File: src/rtl/uart_pkg.sv
`default_nettype none
// ============================================================================
//  Module      : uart_pkg
//  Description : Shared types and constants for the UART transmit path.
//                Provides the arbiter FSM state encoding, the default byte
//                width and the 115200-baud divider for a 10 MHz clock.
//  Ports       : none (package)
//  Revision    : 1.0 - initial release
// ============================================================================
package uart_pkg;

    localparam int UART_DATA_W       = 8;
    localparam int CLK_CYCLES_115200 = 87;

    // Arbiter FSM encoding, fixed 2-bit width.
    typedef enum logic [1:0] {
        IDLE      = 2'd0,
        WAIT_LOW  = 2'd1,
        WAIT_HIGH = 2'd2
    } arb_state_t;

endpackage : uart_pkg
`default_nettype wire

File: src/rtl/uart_tx_arbiter_if.sv
`default_nettype none
// ============================================================================
//  Module      : uart_tx_arbiter_if
//  Description : Request and transceiver-handshake bundle for uart_tx_arbiter.
//  Ports (signals):
//    in_req    [N]         per-requester level request
//    in_data   [N*DATA_W]  requester i byte at in_data[i*DATA_W +: DATA_W]
//    in_ack    [N]         one-cycle "byte taken" pulse
//    in_lock   [N]         hold-grant request (only with UART_ARB_LOCK_EN)
//    tx_data   [DATA_W]    byte to the transceiver
//    tx_req                one-cycle start pulse to the transceiver
//    tx_ready              transceiver idle (1) / busy (0)
//    busy                  arbiter not in IDLE
//    grant_idx [IDX_W]     last granted requester
//  Modports    : master = arbiter side, slave = requesters + transceiver.
//  Options     : UART_ARB_LOCK_EN adds in_lock.
//  Revision    : 1.0 - initial release
// ============================================================================
interface uart_tx_arbiter_if #(
    parameter int N      = 4,
    parameter int DATA_W = 8
);
    localparam int IDX_W = $clog2(N);

    logic [N-1:0]        in_req;
    logic [N*DATA_W-1:0] in_data;
    logic [N-1:0]        in_ack;
    logic [DATA_W-1:0]   tx_data;
    logic                tx_req;
    logic                tx_ready;
    logic                busy;
    logic [IDX_W-1:0]    grant_idx;
`ifdef UART_ARB_LOCK_EN
    logic [N-1:0]        in_lock;

    modport master (
        input  in_req, in_data, in_lock, tx_ready,
        output in_ack, tx_data, tx_req, busy, grant_idx
    );
    modport slave (
        output in_req, in_data, in_lock, tx_ready,
        input  in_ack, tx_data, tx_req, busy, grant_idx
    );
`else
    modport master (
        input  in_req, in_data, tx_ready,
        output in_ack, tx_data, tx_req, busy, grant_idx
    );
    modport slave (
        output in_req, in_data, tx_ready,
        input  in_ack, tx_data, tx_req, busy, grant_idx
    );
`endif

endinterface : uart_tx_arbiter_if
`default_nettype wire

File: src/rtl/rr_pick.sv
`default_nettype none
// ============================================================================
//  Module      : rr_pick
//  Description : Combinational round-robin picker. Returns the first asserted
//                request scanning ptr+1, ptr+2, ... modulo N.
//  Ports       : req [N] requests, ptr [IDX_W] last winner,
//                valid  any request asserted, idx [IDX_W] winner.
//  Revision    : 1.0 - initial release
// ============================================================================
module rr_pick
    import uart_pkg::*;
#(
    parameter  int N     = 4,
    localparam int IDX_W = $clog2(N)
) (
    input  wire logic [N-1:0]     req,
    input  wire logic [IDX_W-1:0] ptr,
    output logic                  valid,
    output logic [IDX_W-1:0]      idx
);

    // Scan from the farthest offset down to the nearest so the nearest
    // asserted requester after ptr overwrites any earlier candidate.
    always_comb begin
        int j;
        j     = 0;
        valid = 1'b0;
        idx   = '0;
        for (int off = N; off >= 1; off--) begin
            j = (int'(ptr) + off) % N;
            if (req[IDX_W'(j)]) begin
                valid = 1'b1;
                idx   = IDX_W'(j);
            end
        end
    end

endmodule : rr_pick
`default_nettype wire

File: src/rtl/uart_tx_arbiter.sv
`default_nettype none
// ============================================================================
//  Module      : uart_tx_arbiter
//  Description : Shares one UART transmit channel between N byte sources with
//                round-robin arbitration. Issues a one-cycle tx_req with the
//                winning byte and a one-cycle in_ack to the winner, then waits
//                for the transceiver to go busy and idle again.
//  Ports       : clk, rst (async, active-high)
//                bus (uart_tx_arbiter_if.master) - requests and handshake
//  Options     : UART_ARB_LOCK_EN - a locked, still-requesting last winner is
//                granted again without advancing the round-robin pointer.
//  Revision    : 1.0 - initial release
// ============================================================================
module uart_tx_arbiter
    import uart_pkg::*;
#(
    parameter  int N      = 4,
    parameter  int DATA_W = UART_DATA_W,
    localparam int IDX_W  = $clog2(N)
) (
    input  wire logic           clk,
    input  wire logic           rst,
    uart_tx_arbiter_if.master   bus
);

    arb_state_t        state_q, state_d;
    logic [IDX_W-1:0]  ptr_q, ptr_d;
    logic [IDX_W-1:0]  grant_q, grant_d;
    logic [DATA_W-1:0] data_q, data_d;
    logic [N-1:0]      ack_q, ack_d;
    logic              tx_req_q, tx_req_d;
    logic              busy_q, busy_d;

    logic              w_pick_valid;
    logic [IDX_W-1:0]  w_pick_idx;
    logic              w_lock_hit;

    rr_pick #(.N(N)) u_rr_pick (
        .req   (bus.in_req),
        .ptr   (ptr_q),
        .valid (w_pick_valid),
        .idx   (w_pick_idx)
    );

`ifdef UART_ARB_LOCK_EN
    assign w_lock_hit = bus.in_lock[grant_q] && bus.in_req[grant_q];
`else
    assign w_lock_hit = 1'b0;
`endif

    always_ff @(posedge clk or posedge rst) begin
        if (rst) begin
            state_q  <= IDLE;
            ptr_q    <= IDX_W'(N - 1);
            grant_q  <= IDX_W'(N - 1);
            data_q   <= '0;
            ack_q    <= '0;
            tx_req_q <= 1'b0;
            busy_q   <= 1'b0;
        end else begin
            state_q  <= state_d;
            ptr_q    <= ptr_d;
            grant_q  <= grant_d;
            data_q   <= data_d;
            ack_q    <= ack_d;
            tx_req_q <= tx_req_d;
            busy_q   <= busy_d;
        end
    end

    always_comb begin
        logic [IDX_W-1:0] g;
        g        = grant_q;
        state_d  = state_q;
        ptr_d    = ptr_q;
        grant_d  = grant_q;
        data_d   = data_q;
        ack_d    = '0;
        tx_req_d = 1'b0;

        case (state_q)
            IDLE: begin
                if (bus.tx_ready && (w_lock_hit || w_pick_valid)) begin
                    g        = w_lock_hit ? grant_q : w_pick_idx;
                    data_d   = bus.in_data[g*DATA_W +: DATA_W];
                    ack_d[g] = 1'b1;
                    tx_req_d = 1'b1;
                    grant_d  = g;
                    // A locked re-grant leaves the rotation where it was.
                    ptr_d    = w_lock_hit ? ptr_q : g;
                    state_d  = WAIT_LOW;
                end
            end
            WAIT_LOW: begin
                if (!bus.tx_ready) begin
                    state_d = WAIT_HIGH;
                end
            end
            WAIT_HIGH: begin
                if (bus.tx_ready) begin
                    state_d = IDLE;
                end
            end
            default: state_d = IDLE;
        endcase

        busy_d = (state_d != IDLE);
    end

    assign bus.tx_data   = data_q;
    assign bus.tx_req    = tx_req_q;
    assign bus.in_ack    = ack_q;
    assign bus.busy      = busy_q;
    assign bus.grant_idx = grant_q;

endmodule : uart_tx_arbiter
`default_nettype wire

File: src/flat_wrapper.sv
// flat-port wrapper written by rule: the top's interface ports become plain ports
module uart_tx_arbiter_flat import uart_pkg::*;
#(
    parameter  int N      = 4,
    parameter  int DATA_W = UART_DATA_W,
    localparam int IDX_W  = $clog2(N)
)
  (clk, rst, bus_in_req, bus_in_data, bus_tx_ready, bus_in_ack, bus_tx_data, bus_tx_req, bus_busy, bus_grant_idx);
  uart_tx_arbiter_if #(.N(N), .DATA_W(DATA_W)) bus_i ();
  input  wire logic clk;
  input  wire logic rst;
  input wire logic [$bits(bus_i.in_req)-1:0] bus_in_req;
  input wire logic [$bits(bus_i.in_data)-1:0] bus_in_data;
  input wire logic [$bits(bus_i.tx_ready)-1:0] bus_tx_ready;
  output wire logic [$bits(bus_i.in_ack)-1:0] bus_in_ack;
  output wire logic [$bits(bus_i.tx_data)-1:0] bus_tx_data;
  output wire logic [$bits(bus_i.tx_req)-1:0] bus_tx_req;
  output wire logic [$bits(bus_i.busy)-1:0] bus_busy;
  output wire logic [$bits(bus_i.grant_idx)-1:0] bus_grant_idx;
  assign bus_i.in_req = bus_in_req;
  assign bus_i.in_data = bus_in_data;
  assign bus_i.tx_ready = bus_tx_ready;
  assign bus_in_ack = bus_i.in_ack;
  assign bus_tx_data = bus_i.tx_data;
  assign bus_tx_req = bus_i.tx_req;
  assign bus_busy = bus_i.busy;
  assign bus_grant_idx = bus_i.grant_idx;
  uart_tx_arbiter #(.N(N), .DATA_W(DATA_W)) u_core (.clk(clk), .rst(rst), .bus(bus_i));
endmodule
File: config.mk
export PLATFORM = sky130hd
export DESIGN_NAME = uart_tx_arbiter_flat
export DESIGN_NICKNAME = d
export VERILOG_FILES = /design/src/rtl/uart_pkg.sv /design/src/rtl/uart_tx_arbiter_if.sv /design/src/rtl/rr_pick.sv /design/src/rtl/uart_tx_arbiter.sv /design/src/flat_wrapper.sv
export SDC_FILE = /design/constraint.sdc
export NUM_CORES = 1
export LEC_CHECK = 0
export ABC_AREA = 1
export CAP_MARGIN = 20
export CORE_UTILIZATION = 40
export CTS_BUF_LIST = sky130_fd_sc_hd__clkbuf_8 sky130_fd_sc_hd__clkbuf_16
export DETAILED_ROUTE_END_ITERATION = 8
export GPL_TIMING_DRIVEN = 1
export PLACE_DENSITY = 0.85
export SYNTH_ARGS = -nofsm -noshare
export SYNTH_HDL_FRONTEND = slang
export SYNTH_SLANG_ARGS = --single-unit
File: constraint.sdc
create_clock -name clk -period 2.2 [get_ports clk]
set_input_delay 0.44 -clock clk [delete_from_list [all_inputs] [get_ports clk]]
set_output_delay 0.44 -clock clk [all_outputs]
set_load 0.01 [all_outputs]
Yosys cells after proc, flatten, opt, wreduce, memory -nomap -nowiden
Cells that the tools add are included.

Memories: 0. Input port bits: 39. Latch bits: 0. Bits in writable memories: 0. Memory bits (read-only): 0. Register bits after elaboration: 18.

Bitwise logic cells: 0. Shift-type cells: 1. Divide/modulo/power cells: 0. $mul: 0. $add $sub $neg: 4. Eq/ne operators: 2. Reduce and logical (&&, ||, !) cells: 5. Multiplexer cells: 30. Magnitude comparators: 6.

Operator list (count): 32-bit by 6-bit variable part select with 8-bit output (1); 2-bit by 4-bit less-than comparator with 1-bit output, second input constant (4); 1-bit 2-to-1 mux (15); 2-bit 2-to-1 mux (7); 1-bit binary-select mux with 2-bit select (4); 4-bit 2-to-1 mux (2); 2-bit one-hot mux with 3 select lines (1); 2-bit by 1-bit adder with 2-bit output, second input constant (2); 2-bit adder, second input constant (2); 2-bit by 3-bit less-than comparator with 1-bit output, second input constant (1); 1-bit demux with 2-bit select (1); 2-bit by 1-bit == test with 1-bit output, second input constant (1); 2-bit == test, second input constant (1); 2-bit by 1-bit >= comparator with 1-bit output, second input constant (1); 1-bit logical AND (2); 2-bit logical NOT (1); 2-bit AND reduction (1); 2-bit nonzero test (1).

Longest topological paths before layout
Gate-level depths: netlist of run 1.

Depth in word-level cells: 14. Gate-level depth with buffers: 17.

By module
Synthesis of run 1 repeated with hierarchy kept, for this count alone.

Cell total of the unflattened synthesis: 194. Area, all modules: 1272.5 µm².

By module, submodules not included: uart_tx_arbiter (instances 1, sequential area each 452.9 µm², cells an instance 143, area an instance 1026.0 µm²); rr_pick (instances 1, sequential area each 0.0 µm², cells an instance 51, area an instance 246.5 µm²).

Worst setup path after synthesis of run 1
No wires, ideal clock.

Path kind: reg2reg. Start point: register u_core.ptr_q[0]. End point: register u_core.data_q[0] (netlist: u_core.bus.tx_data[0]). Data arrival time: 1.704 ns. Period minus slack after synthesis: 1.820 ns. Buffers on the path: 2. Cell stages (with the launch flop): 18. Library setup time: 0.116 ns. Slack: 0.380 ns. Path through: dfstp_2 > buf_6 > inv_8 > nand2_4 > nand2_4 > nand2_2 > nand2_2 > nand2_4 > nand2_2 > nand2_4 > nand2_8 > buf_12 > nand2_2 > nand2_1 > nand2_1 > nand2_1 > nand2_1 > nand2_1.

Cells in the longest elaborated chain, start to end: 10.

Ends and longest elaborated chain: start: declaration (line uart_tx_arbiter.sv:27) `logic [IDX_W-1:0] ptr_q, ptr_d;`; start signal: assignment (line uart_tx_arbiter.sv:54) `ptr_q <= IDX_W'(N - 1);`; start signal: assignment (line uart_tx_arbiter.sv:62) `ptr_q <= ptr_d;`; parallel branches: the longest is 10 deep, another holds 2-bit by 1-bit adder with 2-bit output; end signal: assignment (line uart_tx_arbiter.sv:64) `data_q <= data_d;`; end: declaration (line uart_tx_arbiter.sv:29) `logic [DATA_W-1:0] data_q, data_d;`.

Parallel ways; which one is timed is not known. The select of a mux whose other input is x is not followed. A chain may end at the register's enable or synchronous reset.

Worst setup path after layout of run 1
Start point: register u_core.ptr_q[0]. End point: register u_core.ack_q[2] (netlist: u_core.bus.in_ack[2]).

Cells in the longest elaborated chain, start to end: 14.

Ends and longest elaborated chain: 2-bit by 1-bit adder with 2-bit output (line rr_pick.sv:30) `j = (int'(ptr) + off) % N;`; 1-bit binary-select mux with 2-bit select (line rr_pick.sv:31) `if (req[IDX_W'(j)]) begin`; 1-bit 2-to-1 mux (implied by the code) (2 in a row) (line rr_pick.sv:31); 2-bit 2-to-1 mux (4 in a row) (line rr_pick.sv:31); 2-bit by 3-bit less-than comparator with 1-bit output (implied by the code) / 2-bit by 1-bit >= comparator with 1-bit output (equally long branches) (line uart_tx_arbiter.sv:86) `ack_d[g] = 1'b1;`; 1-bit logical AND (implied by the code) (line uart_tx_arbiter.sv:86); 1-bit 2-to-1 mux (implied by the code) (line uart_tx_arbiter.sv:86); 1-bit demux with 2-bit select; 4-bit 2-to-1 mux * (line uart_tx_arbiter.sv:83) `if (bus.tx_ready && (w_lock_hit || w_pick_valid)) begin`; 4-bit 2-to-1 mux * (line uart_tx_arbiter.sv:81) `case (state_q)`; net u_core.ack_d[2] (line uart_tx_arbiter.sv:30) `logic [N-1:0] ack_q, ack_d;`; end signal: assignment (line uart_tx_arbiter.sv:65) `ack_q <= ack_d;`; end: declaration (line uart_tx_arbiter.sv:30).

Mark *: on every way through the listed nets, which the timed path passes. The rest lies on a longest branch. The select of a mux whose other input is x is not followed.

==> results by group, run 1 <==
Timing
  • Final worst path period share: ~90%
  • RSZ-0062 raised after global routing: false
  • Clock skew: approximately 0.0053 ns
  • Fmax: 507 MHz
  • Final worst setup slack: roughly 0.23 ns
  • Worst Max-Slew Pin Slew: about 0.65 ns
  • Final Slew Violations: 0
  • Relative slew slack: 56.7%
  • Tmin final: a little under 2 ns
  • Final Setup Violations: 0
  • Final TNS setup: 0 ns
  • Final Hold Vio Count: 0

Synthesis
  • Adder-Cell Fraction of Synth Area: 0%
  • FF+latch count, synth: 18
  • Simple-Gate Fraction of Synth Area: between 50% and 60%
  • Average instance area after synthesis: ~7.3 um^2
  • Synth Area in Compound Gates: just under 3%
  • Synth Area in XOR/XNOR: 0%
  • Cell area after synthesis: approximately 1400 um^2
  • Post-synth cell types: 24
  • Cells after Synth: around 190
  • Ys Warns: 0
  • Syn_nets: 227
  • Largest family of logic cells by synthesized area: simple AND/OR/NAND/NOR gates
  • Multiplexer share of the synthesized area: 0%
  • Seq/Total Area, Yosys: between 30% and 40%

Final layout
  • Most frequent cells in the layout: 88 x nand2_1, 54 x clkdlybuf4s50_1, 18 x nand3_1, 17 x nand2_2, 16 x dfrtp_1
  • Register area: ~450 um^2
  • Diode count: 0
  • Fillers: 292
  • Nets: 283
  • Most common cell after layout, fill and taps aside: nand2_1
  • Area Growth Syn to Fin: 46.0%
  • Area of the multi-input gates: roughly 770 um^2
  • Layout cells sized above 1: just over 20%

Power and ir drop
  • Comb pwr share: between 70% and 80%
  • Static Leak: 1.01 nW
  • Flop pwr share: a little under a fifth
  • Clock power frac: slightly above 8%
  • Pwr Density: 1600 nW/um^2
  • Sw Share: between 40% and 50%
  • Net Switching: 1.57 mW
  • Max IR drop VDD: approximately 0.93 mV
  • Internal cell power: between 1.5 and 2 mW

GRT
  • Total track usage: 18.8%
  • Largest net degree at the start of global routing: 20
  • Grt ovf: 0
  • First-pass GRT wire length: about 5300 um
  • Initial antenna violation count: 0
  • Vias in the first global route: about 1,200

Floorplan
  • Io pins: 55
  • Area of the core: approximately 3200 um^2
  • Chip width: around 61 um
  • Die Ht: about 60 um
  • Initial Util: between 40% and 50%
  • Full die area: 3680 um^2
  • Std cell rows: 20

Clock tree
  • H-tree Lvls: 1
  • Setup bufs post-CTS: 0
  • Hold_buf cts: 0
  • Root buffer cell: clkbuf_8
  • Reg clk slew, reported paths: roughly 0.060 ns
  • CTS tree: built
  • Clock Latency Late Sink: between 0.2 and 0.3 ns
  • Cts repair resizes: 0
  • Clk sinks: 18
  • Maximum clock path buffer count: 2
  • Total CTS buffers: 3

Detailed routing
  • First drt pass iteration count: 4
  • Post-Route WL: 3180 um
  • DRT iter0 DRCs: 36
  • DR vias: approximately 1,400
  • Drt drc: 0
  • Vias/cell: ~4.7
  • Post-route ant nets: 0
  • Routed len/inst: 11.1 um

Place
  • PortBufs: 54
  • Gpl congestion: around 0.85
  • Dpl hpwl: approximately 2500 um
  • Pre-CTS WS: between 0.005 and 0.006 ns

Hold path
  • Worst Hold Class: flop to flop

Worst setup path
  • Crit path launch type: flop
  • CP endpoint kind: flop
  • Critical path class: flop to flop
  • Worst EP arrival: 2.15 ns
  • WP data required: roughly 2.4 ns
  • Crit path max fanout: 11

Job
  • Max_cap viols: 0

Run status
  • Outcome: complete, no violations
-- worst max-delay path, stage by stage, from the launching register on --
cell and delay [ns]:
dfstp_2 0.68, nand2_1 0.08, o21ai_1 0.14, nand2_1 0.10, nand2_2 0.11, a31oi_2 0.06
nand3b_1 0.12, nand3_2 0.14, inv_2 0.21, nand2_1 0.13, nor2_1 0.11
-- power groups by stage --
stage               registers, mW  clock network [mW]  logic (mW)
floorplan                   0.627                   0        1.74
global placement            0.600                   0        2.28
detailed placement          0.603                   0        2.33
CTS                         0.598               0.263        2.34
global route                0.615               0.278        2.60
finish                      0.598               0.263        2.35
-- area by class of cell --
| class | count | area share [%] |
|---|---|---|
| tap | 44 | 2.74 |
| multi-input combinational | 150 | 38.6 |
| timing repair buffer | 58 | 30.3 |
| inverter | 13 | 3.05 |
| clock buffer | 4 | 2.74 |
| sequential | 18 | 22.6 |
-- synth_stat cells --
master | count | share of area, %
nand3b_1 | 2 | 1.1
nand3_4 | 1 | 1.3
o211ai_1 | 1 | 0.55
dfrtp_1 | 16 | 29
nand2_8 | 1 | 1.5
inv_2 | 4 | 1.1
dfstp_2 | 2 | 3.8
buf_4 | 1 | 0.55
buf_6 | 4 | 3.3
inv_1 | 6 | 1.6
nand2_4 | 8 | 6.6
nor2_1 | 4 | 1.1
inv_8 | 1 | 0.82
nand2_2 | 17 | 7.7
nand3_1 | 18 | 6.6
clkbuf_8 | 1 | 1.0
nor3_2 | 2 | 1.5
nand3_2 | 3 | 2.2
a21oi_1 | 1 | 0.36
nand2_1 | 88 | 24
a31oi_2 | 1 | 0.91
o21ai_1 | 3 | 1.1
buf_12 | 1 | 1.5
inv_4 | 2 | 0.91
-- metrics by stage --
stage | hold slack (ns) | power [mW] | utilization (%) | std cells | cell area, um^2
floorplan | 0.377 | 2.37 | - | 188 | 1380
global route | 0.492 | 3.49 | 63.7 | 287 | 2010
global placement | 0.464 | 2.88 | 61.9 | 283 | 1950
detailed placement | 0.469 | 2.93 | 61.9 | 283 | 1950
finish | 0.484 | 3.21 | 63.7 | 287 | 2010
CTS | 0.486 | 3.20 | 63.7 | 287 | 2010
-- path summary, 6_finish.rpt --
kind / startpoint / endpoint / slack (ns) / depth (start not counted)
worst max-delay path: u_core.ptr_q[0]$_DFFE_PP1P_ / u_core.bus.in_ack[2]$_DFF_PP0_ / 0.23 / 10
worst min-delay path: u_core.bus.tx_data[6]$_DFFE_PP0P_ / u_core.bus.tx_data[6]$_DFFE_PP0P_ / 0.48 / 2
max in group asynchronous: rst / u_core.bus.in_ack[1]$_DFF_PP0_ / 1.20 / 2
min in group asynchronous: rst / u_core.bus.tx_req$_DFF_PP0_ / 0.58 / 2
worst min register to register: u_core.bus.tx_data[6]$_DFFE_PP0P_ / u_core.bus.tx_data[6]$_DFFE_PP0P_ / 0.48 / 2
worst max register to register: u_core.ptr_q[0]$_DFFE_PP1P_ / u_core.bus.in_ack[2]$_DFF_PP0_ / 0.23 / 10
-- per-layer routing --
layer / global-route usage [%] / up-vias / wire length [um]
met5: 0 / - / 0
met4: 7.14 / 0 / 29
met3: 1.28 / 2 / 235
met2: 30.5 / 66 / 1470
met1: 26.5 / 588 / 1440
li1: - / 694 / -
-- cell families (layout without fill, tap and decap cells) --
| logic type | count (synthesis) | count (layout) |
|---|---|---|
| buffers and inverters | 20 | 75 |
| AOI/OAI and AO/OA | 6 | 6 |
| DFF | 18 | 18 |
| and+or+nand+nor | 144 | 144 |
-- registers in the layout, indices dropped and copies added, names as in the netlist --
register / cells
u_core.bus.busy: 1
u_core.bus.in_ack: 4
u_core.bus.tx_data: 8
u_core.bus.tx_req: 1
u_core.ptr_q: 2
u_core.state_q: 2
(Power assumes the default switching activity.)
==> inputs of run 2 (changes only) <==
--- a/config.mk
+++ b/config.mk
@@ -6,9 +6,9 @@
 export NUM_CORES = 1
 export LEC_CHECK = 0
 export ABC_AREA = 1
-export CAP_MARGIN = 20
 export CORE_UTILIZATION = 40
 export CTS_BUF_LIST = sky130_fd_sc_hd__clkbuf_8 sky130_fd_sc_hd__clkbuf_16
+export CTS_CLUSTER_SIZE = 14
 export DETAILED_ROUTE_END_ITERATION = 8
 export GPL_TIMING_DRIVEN = 1
 export PLACE_DENSITY = 0.85
==> results of run 2 <==
The final DEF is identical to that of run 1; final timing and power are the same.
